**src/rtl/alu_sched_if.sv**
```systemverilog
// -----------------------------------------------------------------------------
// alu_sched_if -- bundle of every non-clock signal around alu_sched.
//
// Groups:
//   req0_* / req1_*  two requesters: valid, ready, opcode[2:0], data[7:0], load
//   alu_*            shared ALU: opcode/data/accum toward the ALU,
//                    result/zero back from it
//   rsp_*            completion pulse with owner id, result and zero flag
//   acc0 / acc1      per-requester accumulator contents
//
// Modports:
//   slave  -- the scheduler (accepts requests, drives the ALU, reports results)
//   master -- the environment (requesters plus the ALU itself)
// -----------------------------------------------------------------------------
interface alu_sched_if;

  // Requester 0
  logic       req0_valid;
  logic       req0_ready;
  logic [2:0] req0_opcode;
  logic [7:0] req0_data;
  logic       req0_load;

  // Requester 1
  logic       req1_valid;
  logic       req1_ready;
  logic [2:0] req1_opcode;
  logic [7:0] req1_data;
  logic       req1_load;

  // Shared ALU
  logic [2:0] alu_opcode;
  logic [7:0] alu_data;
  logic [7:0] alu_accum;
  logic [7:0] alu_result;
  logic       alu_zero;

  // Completion
  logic       rsp_valid;
  logic       rsp_id;
  logic [7:0] rsp_result;
  logic       rsp_zero;

  // Accumulators
  logic [7:0] acc0;
  logic [7:0] acc1;

  modport slave (
    input  req0_valid, req0_opcode, req0_data, req0_load,
    input  req1_valid, req1_opcode, req1_data, req1_load,
    output req0_ready, req1_ready,
    output alu_opcode, alu_data, alu_accum,
    input  alu_result, alu_zero,
    output rsp_valid, rsp_id, rsp_result, rsp_zero,
    output acc0, acc1
  );

  modport master (
    output req0_valid, req0_opcode, req0_data, req0_load,
    output req1_valid, req1_opcode, req1_data, req1_load,
    input  req0_ready, req1_ready,
    input  alu_opcode, alu_data, alu_accum,
    output alu_result, alu_zero,
    input  rsp_valid, rsp_id, rsp_result, rsp_zero,
    input  acc0, acc1
  );

endinterface : alu_sched_if

```
**src/rtl/alu_sched.sv**
```systemverilog
// -----------------------------------------------------------------------------
// alu_sched -- two-requester scheduler for one shared, pipelined ALU.
//
// Each requester owns an 8-bit accumulator. A round-robin arbiter accepts one
// command at a time. ALU commands present {opcode, data, owner accumulator}
// to the ALU from ISSUE through DONE, sample alu_zero at the end of ISSUE and
// alu_result ALU_LAT cycles later, then write the result back to the owner
// accumulator and pulse rsp_valid. Load commands bypass the ALU and complete
// in the cycle after acceptance.
//
// Parameters:
//   ALU_LAT  cycles from ALU input issue to valid alu_result (1..4)
//
// Ports:
//   clk    rising-edge clock
//   reset  synchronous, active-high
//   bus    alu_sched_if.slave (requests, ALU drive/return, response, accs)
// -----------------------------------------------------------------------------
module alu_sched #(
  parameter int unsigned ALU_LAT = 1
) (
  input  logic       clk,
  input  logic       reset,
  alu_sched_if.slave bus
);

  // ---------------------------------------------------------------------------
  // Elaboration-time parameter guard
  // ---------------------------------------------------------------------------
  if (ALU_LAT < 1 || ALU_LAT > 4) begin : g_bad_lat
    $error("alu_sched: ALU_LAT must be in 1..4");
  end

  typedef enum logic [1:0] {
    IDLE  = 2'd0,
    ISSUE = 2'd1,
    WAIT  = 2'd2,
    DONE  = 2'd3
  } state_e;

  // WAIT lasts ALU_LAT cycles; the counter runs 0 .. WAIT_LAST.
  localparam logic [1:0] WAIT_LAST = 2'(ALU_LAT - 1);

  // ---------------------------------------------------------------------------
  // State
  // ---------------------------------------------------------------------------
  state_e     state_q,  state_d;
  logic       ptr_q,    ptr_d;     // round-robin favourite: 0 = req0
  logic       id_q,     id_d;      // owner of the command in flight
  logic [2:0] op_q,     op_d;
  logic [7:0] data_q,   data_d;
  logic       load_q,   load_d;
  logic [7:0] accum_q,  accum_d;   // owner accumulator snapshot fed to the ALU
  logic [1:0] cnt_q,    cnt_d;
  logic [7:0] acc0_q,   acc0_d;
  logic [7:0] acc1_q,   acc1_d;
  logic [7:0] result_q, result_d;
  logic       zero_q,   zero_d;

  // ---------------------------------------------------------------------------
  // Arbitration
  // ---------------------------------------------------------------------------
  logic       grant_any;
  logic       grant_id;
  logic       accept;
  logic [2:0] sel_op;
  logic [7:0] sel_data;
  logic       sel_load;
  logic [7:0] sel_acc;

  always_comb begin
    grant_any = bus.req0_valid | bus.req1_valid;
    // Pointer only matters on contention; a lone requester always wins.
    grant_id  = (bus.req0_valid & bus.req1_valid) ? ptr_q : bus.req1_valid;
    accept    = (state_q == IDLE) & grant_any & ~reset;
    sel_op    = grant_id ? bus.req1_opcode : bus.req0_opcode;
    sel_data  = grant_id ? bus.req1_data   : bus.req0_data;
    sel_load  = grant_id ? bus.req1_load   : bus.req0_load;
    sel_acc   = grant_id ? acc1_q          : acc0_q;
  end

  assign bus.req0_ready = accept & ~grant_id;
  assign bus.req1_ready = accept &  grant_id;

  // ---------------------------------------------------------------------------
  // Next-state logic
  // ---------------------------------------------------------------------------
  always_comb begin
    // NOTE: every signal gets its hold value first so no path through the
    // case leaves one unassigned, which would infer a latch.
    state_d  = state_q;
    ptr_d    = ptr_q;
    id_d     = id_q;
    op_d     = op_q;
    data_d   = data_q;
    load_d   = load_q;
    accum_d  = accum_q;
    cnt_d    = cnt_q;
    acc0_d   = acc0_q;
    acc1_d   = acc1_q;
    result_d = result_q;
    zero_d   = zero_q;

    case (state_q)
      IDLE: begin
        if (accept) begin
          id_d    = grant_id;
          op_d    = sel_op;
          data_d  = sel_data;
          load_d  = sel_load;
          accum_d = sel_acc;
          ptr_d   = ~grant_id;
          if (sel_load) begin
            // Load completes next cycle: response and accumulator update are
            // registered together so both appear in DONE.
            result_d = sel_data;
            zero_d   = (sel_acc == 8'h00);
            if (grant_id) acc1_d = sel_data;
            else          acc0_d = sel_data;
            state_d  = DONE;
          end else begin
            state_d  = ISSUE;
          end
        end
      end

      ISSUE: begin
        zero_d  = bus.alu_zero;
        cnt_d   = 2'd0;
        state_d = WAIT;
      end

      WAIT: begin
        if (cnt_q == WAIT_LAST) begin
          // Result is taken verbatim; truncation is the ALU's business.
          result_d = bus.alu_result;
          if (id_q) acc1_d = bus.alu_result;
          else      acc0_d = bus.alu_result;
          state_d  = DONE;
        end else begin
          cnt_d = cnt_q + 2'd1;
        end
      end

      DONE: begin
        state_d = IDLE;
      end

      default: begin
        state_d = IDLE;
      end
    endcase
  end

  // ---------------------------------------------------------------------------
  // Registers
  // ---------------------------------------------------------------------------
  // NOTE: non-blocking assignments here so every flop samples the values from
  // before the edge, independent of statement order.
  always_ff @(posedge clk) begin
    if (reset) begin
      state_q  <= IDLE;
      ptr_q    <= 1'b0;
      id_q     <= 1'b0;
      op_q     <= 3'd0;
      data_q   <= 8'h00;
      load_q   <= 1'b0;
      accum_q  <= 8'h00;
      cnt_q    <= 2'd0;
      acc0_q   <= 8'h00;
      acc1_q   <= 8'h00;
      result_q <= 8'h00;
      zero_q   <= 1'b0;
    end else begin
      state_q  <= state_d;
      ptr_q    <= ptr_d;
      id_q     <= id_d;
      op_q     <= op_d;
      data_q   <= data_d;
      load_q   <= load_d;
      accum_q  <= accum_d;
      cnt_q    <= cnt_d;
      acc0_q   <= acc0_d;
      acc1_q   <= acc1_d;
      result_q <= result_d;
      zero_q   <= zero_d;
    end
  end

  // ---------------------------------------------------------------------------
  // Outputs
  // ---------------------------------------------------------------------------
  // ALU inputs stay stable from ISSUE through DONE of an ALU command; a load
  // never touches the ALU, so its DONE cycle shows the idle pattern.
  logic alu_drive;

  always_comb begin
    alu_drive = (state_q == ISSUE) | (state_q == WAIT) |
                ((state_q == DONE) & ~load_q);
  end

  assign bus.alu_opcode = alu_drive ? op_q    : 3'd0;
  assign bus.alu_data   = alu_drive ? data_q  : 8'h00;
  assign bus.alu_accum  = alu_drive ? accum_q : 8'h00;

  assign bus.rsp_valid  = (state_q == DONE);
  assign bus.rsp_id     = id_q;
  assign bus.rsp_result = result_q;
  assign bus.rsp_zero   = zero_q;

  assign bus.acc0       = acc0_q;
  assign bus.acc1       = acc1_q;

  // ---------------------------------------------------------------------------
  // Protocol properties
  // ---------------------------------------------------------------------------
  a_one_ready : assert property (@(posedge clk) disable iff (reset)
    !(bus.req0_ready && bus.req1_ready));

  a_done_pulse : assert property (@(posedge clk) disable iff (reset)
    (state_q == DONE) |=> (state_q == IDLE));

endmodule : alu_sched

```
**src/flat_wrapper.sv**
```systemverilog
// flat-port wrapper written by rule: the top's interface ports become plain ports
module alu_sched_flat 
#(
  parameter int unsigned ALU_LAT = 1
)
  (clk, reset, bus_req0_valid, bus_req0_opcode, bus_req0_data, bus_req0_load, bus_req1_valid, bus_req1_opcode, bus_req1_data, bus_req1_load, bus_req0_ready, bus_req1_ready, bus_alu_opcode, bus_alu_data, bus_alu_accum, bus_alu_result, bus_alu_zero, bus_rsp_valid, bus_rsp_id, bus_rsp_result, bus_rsp_zero, bus_acc0, bus_acc1);
  alu_sched_if bus_i ();
  input  logic clk;
  input  logic reset;
  input wire logic [$bits(bus_i.req0_valid)-1:0] bus_req0_valid;
  input wire logic [$bits(bus_i.req0_opcode)-1:0] bus_req0_opcode;
  input wire logic [$bits(bus_i.req0_data)-1:0] bus_req0_data;
  input wire logic [$bits(bus_i.req0_load)-1:0] bus_req0_load;
  input wire logic [$bits(bus_i.req1_valid)-1:0] bus_req1_valid;
  input wire logic [$bits(bus_i.req1_opcode)-1:0] bus_req1_opcode;
  input wire logic [$bits(bus_i.req1_data)-1:0] bus_req1_data;
  input wire logic [$bits(bus_i.req1_load)-1:0] bus_req1_load;
  output wire logic [$bits(bus_i.req0_ready)-1:0] bus_req0_ready;
  output wire logic [$bits(bus_i.req1_ready)-1:0] bus_req1_ready;
  output wire logic [$bits(bus_i.alu_opcode)-1:0] bus_alu_opcode;
  output wire logic [$bits(bus_i.alu_data)-1:0] bus_alu_data;
  output wire logic [$bits(bus_i.alu_accum)-1:0] bus_alu_accum;
  input wire logic [$bits(bus_i.alu_result)-1:0] bus_alu_result;
  input wire logic [$bits(bus_i.alu_zero)-1:0] bus_alu_zero;
  output wire logic [$bits(bus_i.rsp_valid)-1:0] bus_rsp_valid;
  output wire logic [$bits(bus_i.rsp_id)-1:0] bus_rsp_id;
  output wire logic [$bits(bus_i.rsp_result)-1:0] bus_rsp_result;
  output wire logic [$bits(bus_i.rsp_zero)-1:0] bus_rsp_zero;
  output wire logic [$bits(bus_i.acc0)-1:0] bus_acc0;
  output wire logic [$bits(bus_i.acc1)-1:0] bus_acc1;
  assign bus_i.req0_valid = bus_req0_valid;
  assign bus_i.req0_opcode = bus_req0_opcode;
  assign bus_i.req0_data = bus_req0_data;
  assign bus_i.req0_load = bus_req0_load;
  assign bus_i.req1_valid = bus_req1_valid;
  assign bus_i.req1_opcode = bus_req1_opcode;
  assign bus_i.req1_data = bus_req1_data;
  assign bus_i.req1_load = bus_req1_load;
  assign bus_req0_ready = bus_i.req0_ready;
  assign bus_req1_ready = bus_i.req1_ready;
  assign bus_alu_opcode = bus_i.alu_opcode;
  assign bus_alu_data = bus_i.alu_data;
  assign bus_alu_accum = bus_i.alu_accum;
  assign bus_i.alu_result = bus_alu_result;
  assign bus_i.alu_zero = bus_alu_zero;
  assign bus_rsp_valid = bus_i.rsp_valid;
  assign bus_rsp_id = bus_i.rsp_id;
  assign bus_rsp_result = bus_i.rsp_result;
  assign bus_rsp_zero = bus_i.rsp_zero;
  assign bus_acc0 = bus_i.acc0;
  assign bus_acc1 = bus_i.acc1;
  alu_sched #(.ALU_LAT(ALU_LAT)) u_core (.clk(clk), .reset(reset), .bus(bus_i));
endmodule
```
**config.mk**
```make
export PLATFORM = sky130hd
export DESIGN_NAME = alu_sched_flat
export DESIGN_NICKNAME = d
export VERILOG_FILES = /design/src/rtl/alu_sched_if.sv /design/src/rtl/alu_sched.sv /design/src/flat_wrapper.sv
export SDC_FILE = /design/constraint.sdc
export NUM_CORES = 1
export LEC_CHECK = 0
export ABC_AREA = 1
export ABC_CLOCK_PERIOD_IN_PS = 2350
export CAP_MARGIN = 15
export CORE_MARGIN = 10
export CORE_UTILIZATION = 40
export CTS_CLUSTER_SIZE = 28
export DETAILED_ROUTE_END_ITERATION = 7
export PLACE_DENSITY = 0.73
export SYNTH_ARGS = -nofsm -noshare
export SYNTH_HDL_FRONTEND = slang
export SYNTH_SLANG_ARGS = --single-unit
export TNS_END_PERCENT = 100
```
**constraint.sdc**
```tcl
create_clock -name clk -period 2.35 [get_ports clk]
set_clock_uncertainty 0.05 [all_clocks]
set_input_delay 0.3525 -clock clk [delete_from_list [all_inputs] [get_ports clk]]
set_output_delay 0.3525 -clock clk [all_outputs]
set_load 0.05 [all_outputs]
```
==> flow_metrics.tcl <==
set metrics [dict create \
    outcome "finished, final reports clean" \
    worst_slack_ns 0.1271 \
    swShare_pct 52.50 \
    vias 2814 \
    p_per_area_nw_per_um2 1506 \
    crit_required_ns 1.95 \
    r2r_slack_ns 0.26 \
    max_slew_margin_pct 65.41 \
    cts.sinks 51 \
    regArea_sq_um 1021 \
    worst_pin_slew_ns 0.5173 \
    num_antenna_cells 0 \
    grt_pass1_vias 2851 \
    root_buffer "clkbuf_8" \
    critPathLaunchType "register" \
    cts_setup_buffers 0 \
    p_seq_share_pct 24.2 \
    ys.warnings.count 0 \
    critPathSlowestCell "dfxtp_1" \
    cts_max_path_buffers 2 \
    rsz0062_at_grt "no" \
    multi_input_area_sq_um 1338 \
    overflow 0 \
    globalplace.congestion 0.8853 \
    clkLatencyLatePin_ns 0.31 \
    io_buffer_count 84 \
    ff2ff_path_depth 10 \
    numCtsBuffers 5 \
    die_h_um 101.6 \
    end_kind "primary output" \
    holdCritStartpoint "u_core.cnt_q[0]$_SDFFE_PP0P_" \
    place_ws_ns 0.1750 \
    drive_gt1_share_pct 13.15 \
    syn-mean-instance-area_sq_um 6.441 \
    ys_types 27 \
    drt_iter0_drc 122 \
    ioPinCount 85 \
    groute.usage.overall_pct 16.61 \
    crit_path_cell_trace "inv_1 > ha_4 > inv_1 > nor2_4 > nand2_1 > buf_4 > nor2_2 > buf_12" \
    r2r-start "u_core.state_q[0]$_SDFFE_PP0P_" \
    slowest_delay_ns 0.34 \
    viasPerCell 4.860 \
    hold_ws_ns 0.4169 \
    fmax_ghz 0.4499 \
    h-tree-depth 2 \
    ys_seq_elements 51 \
    drc_errors 0 \
    synth.cell_area_sq_um 2660 \
    min_path_cells 1 \
    criticalPathCategory "register to primary output" \
    ir_worst_vdd_v 0.0006415 \
    clk_pin_slew_ns 0.10 \
    path_max_fanout 10 \
    num_rows 29 \
    wirelength_um 8317 \
    hold_viol 0 \
    syn-num-nets 456 \
    core_area_sq_um 6422 \
    p_int_uw 2664 \
    leakagePower_uw 0.001752 \
    final.period_utilization_pct 94.59 \
    cpMostUsedCell "inv_1" \
    timing.rr.end "u_core.bus.rsp_result[6]$_SDFFE_PP0P_" \
    grt_pass1_wl_um 13780 \
    max_cap_violations 0 \
    hold_buffers 0 \
    ys_seq_area_share_pct 38.38 \
    arrival_ns 1.82 \
    die_w_um 101.6 \
    cts_tree "done" \
    place_hpwl_um 6433 \
    p_sw_uw 2944 \
    fin_nets 544 \
    final-setup-viol-count 0 \
    ant_nets 0 \
    pwr-share-clk_pct 11.5 \
    hold_path.class "register to register" \
    design.die.area_sq_um 10310 \
    netlist_instances 413 \
    period_minus_slack_ns 2.223 \
    antenna_found_initial 0 \
    routedWlPerCell_um 14.36 \
    min_to "u_core.cnt_q[0]$_SDFFE_PP0P_" \
    grt_max_degree 37 \
    area_growth_pct 39.98 \
    dr.pass1.iters 4 \
    slew_violations 0 \
    combinationalPowerShare_pct 64.3 \
    initial_utilization_pct 41.42 \
    fill_cells 612 \
]
## per-layer routing
metal	part of all wire, %	global-route usage (%)	up-vias	routed length [um]
li1	-	-	1451	-
met1	41	19.03	1233	3441
met2	47	26.74	106	3876
met3	8.5	5.650	24	706
met4	3.5	9.021	0	291
met5	0	0	-	0
## critical path: cells and delay by family, from the launching register on
family / cells / cell delay (ns)
adder cells (fa/ha/maj): 1 / 0.19
buffers and inverters: 4 / 0.60
flip-flops: 1 / 0.34
AND/OR/NAND/NOR: 3 / 0.38
## state kept, by name, summed over array words and instances, names as in the netlist
signal                 cells
u_core.ptr_q               1
u_core.accum_q             8
u_core.bus.acc0            8
u_core.load_q              1
u_core.cnt_q               2
u_core.state_q             2
u_core.bus.rsp_zero        1
u_core.bus.rsp_id          1
u_core.data_q              8
u_core.bus.acc1            8
u_core.bus.rsp_result      8
u_core.op_q                3
## power groups by stage
stage / sequential, uW / combinational [uW] / clock (uW)
after floorplan: 2020 / 1810 / 0
after global placement: 1370 / 3510 / 0
final: 1360 / 3610 / 644
after CTS: 1360 / 3570 / 653
after detailed placement: 1380 / 3550 / 0
after global routing: 1400 / 3960 / 674
## layout by cell type (no fill, tap or decap), types with 2 or more instances in the layout
master	instances
nand2_1	113
clkdlybuf4s50_1	63
inv_1	61
nor2_1	61
dfxtp_1	51
nand3_1	34
buf_4	30
o21ai_0	14
a21oi_1	12
or2_2	9
o211ai_1	9
clkbuf_8	6
ha_1	5
nor2_2	4
nand3b_1	4
a31oi_1	4
nand2_2	3
inv_2	3
nor2_4	2
o21ai_1	2
buf_12	2
## cell type report
cell class                 instances  area share, %
timing repair buffer              95          24.06
sequential                        51          27.42
clock buffer                       6          2.218
clock inverter                     2         0.9409
inverter                          66          6.855
multi-input combinational        282          35.92
tap                               77          2.587
## repair_timing
action                                  in CTS  in global routing
endpoints found under the setup margin       0                 10
gates resized for setup                      0                  5
hold endpoints to repair                     0                  0
## stage by stage
stage / utilization (%) / cells / area [sq um] / TNS, ns / total power [uW]
4_1_cts: 57.67 / 579 / 3704 / 0 / 5581
3_3_place_gp: 55.83 / 571 / 3586 / 0 / 4881
3_5_place_dp: 55.83 / 571 / 3586 / 0 / 4930
5_1_grt: 57.98 / 579 / 3724 / 0 / 6037
2_1_floorplan: - / 413 / 2660 / -0.8631 / 3831
6_report: 57.98 / 579 / 3724 / 0 / 5608
## synth_stat cells
cell type / count / share of area [%]
clkbuf_1: 5 / 0.71
o211ai_1: 9 / 2.5
a21oi_1: 12 / 2.3
o22ai_1: 1 / 0.24
o31ai_1: 1 / 0.28
nand2_1: 113 / 16
clkinv_4: 1 / 0.33
nand2_2: 3 / 0.71
buf_2: 5 / 0.94
nand3_1: 34 / 6.4
buf_1: 3 / 0.42
nor2_2: 2 / 0.47
or2_2: 9 / 2.1
nand3b_1: 4 / 1.1
nor2_1: 63 / 8.9
inv_1: 61 / 8.6
a31oi_1: 4 / 0.94
buf_6: 1 / 0.42
ha_1: 6 / 2.8
nand2_4: 1 / 0.42
dfxtp_1: 51 / 38
inv_2: 4 / 0.56
nand3b_2: 1 / 0.42
o21ai_1: 2 / 0.38
o21ai_0: 14 / 2.6
nor3_1: 1 / 0.19
nor2_4: 2 / 0.85
## how the worst max path moves through the flow
stage | startpoint | endpoint | slack, ns | cells after the start
after floorplan | u_core.state_q[0]$_SDFFE_PP0P_ | bus_alu_accum[6] | -0.09 | 4
after global placement | bus_req1_valid | bus_req1_ready | 0.23 | 5
after detailed placement | bus_req1_valid | bus_req1_ready | 0.17 | 5
after CTS | u_core.state_q[1]$_SDFFE_PP0P_ | bus_req1_ready | 0.02 | 7
after global routing | u_core.state_q[0]$_SDFFE_PP0P_ | bus_req0_ready | 0.02 | 8
final | u_core.state_q[0]$_SDFFE_PP0P_ | bus_req0_ready | 0.13 | 8
## logic make-up after synthesis
| kind of cell | share of synthesized area, % |
|---|---|
| adders and majority gates | 2.822 |
| and+or+nand+nor | 37.53 |
| buffers and inverters | 11.99 |
| DFF | 38.38 |
| AOI/OAI and AO/OA | 9.266 |
Power figures use the tool's default switching activity.
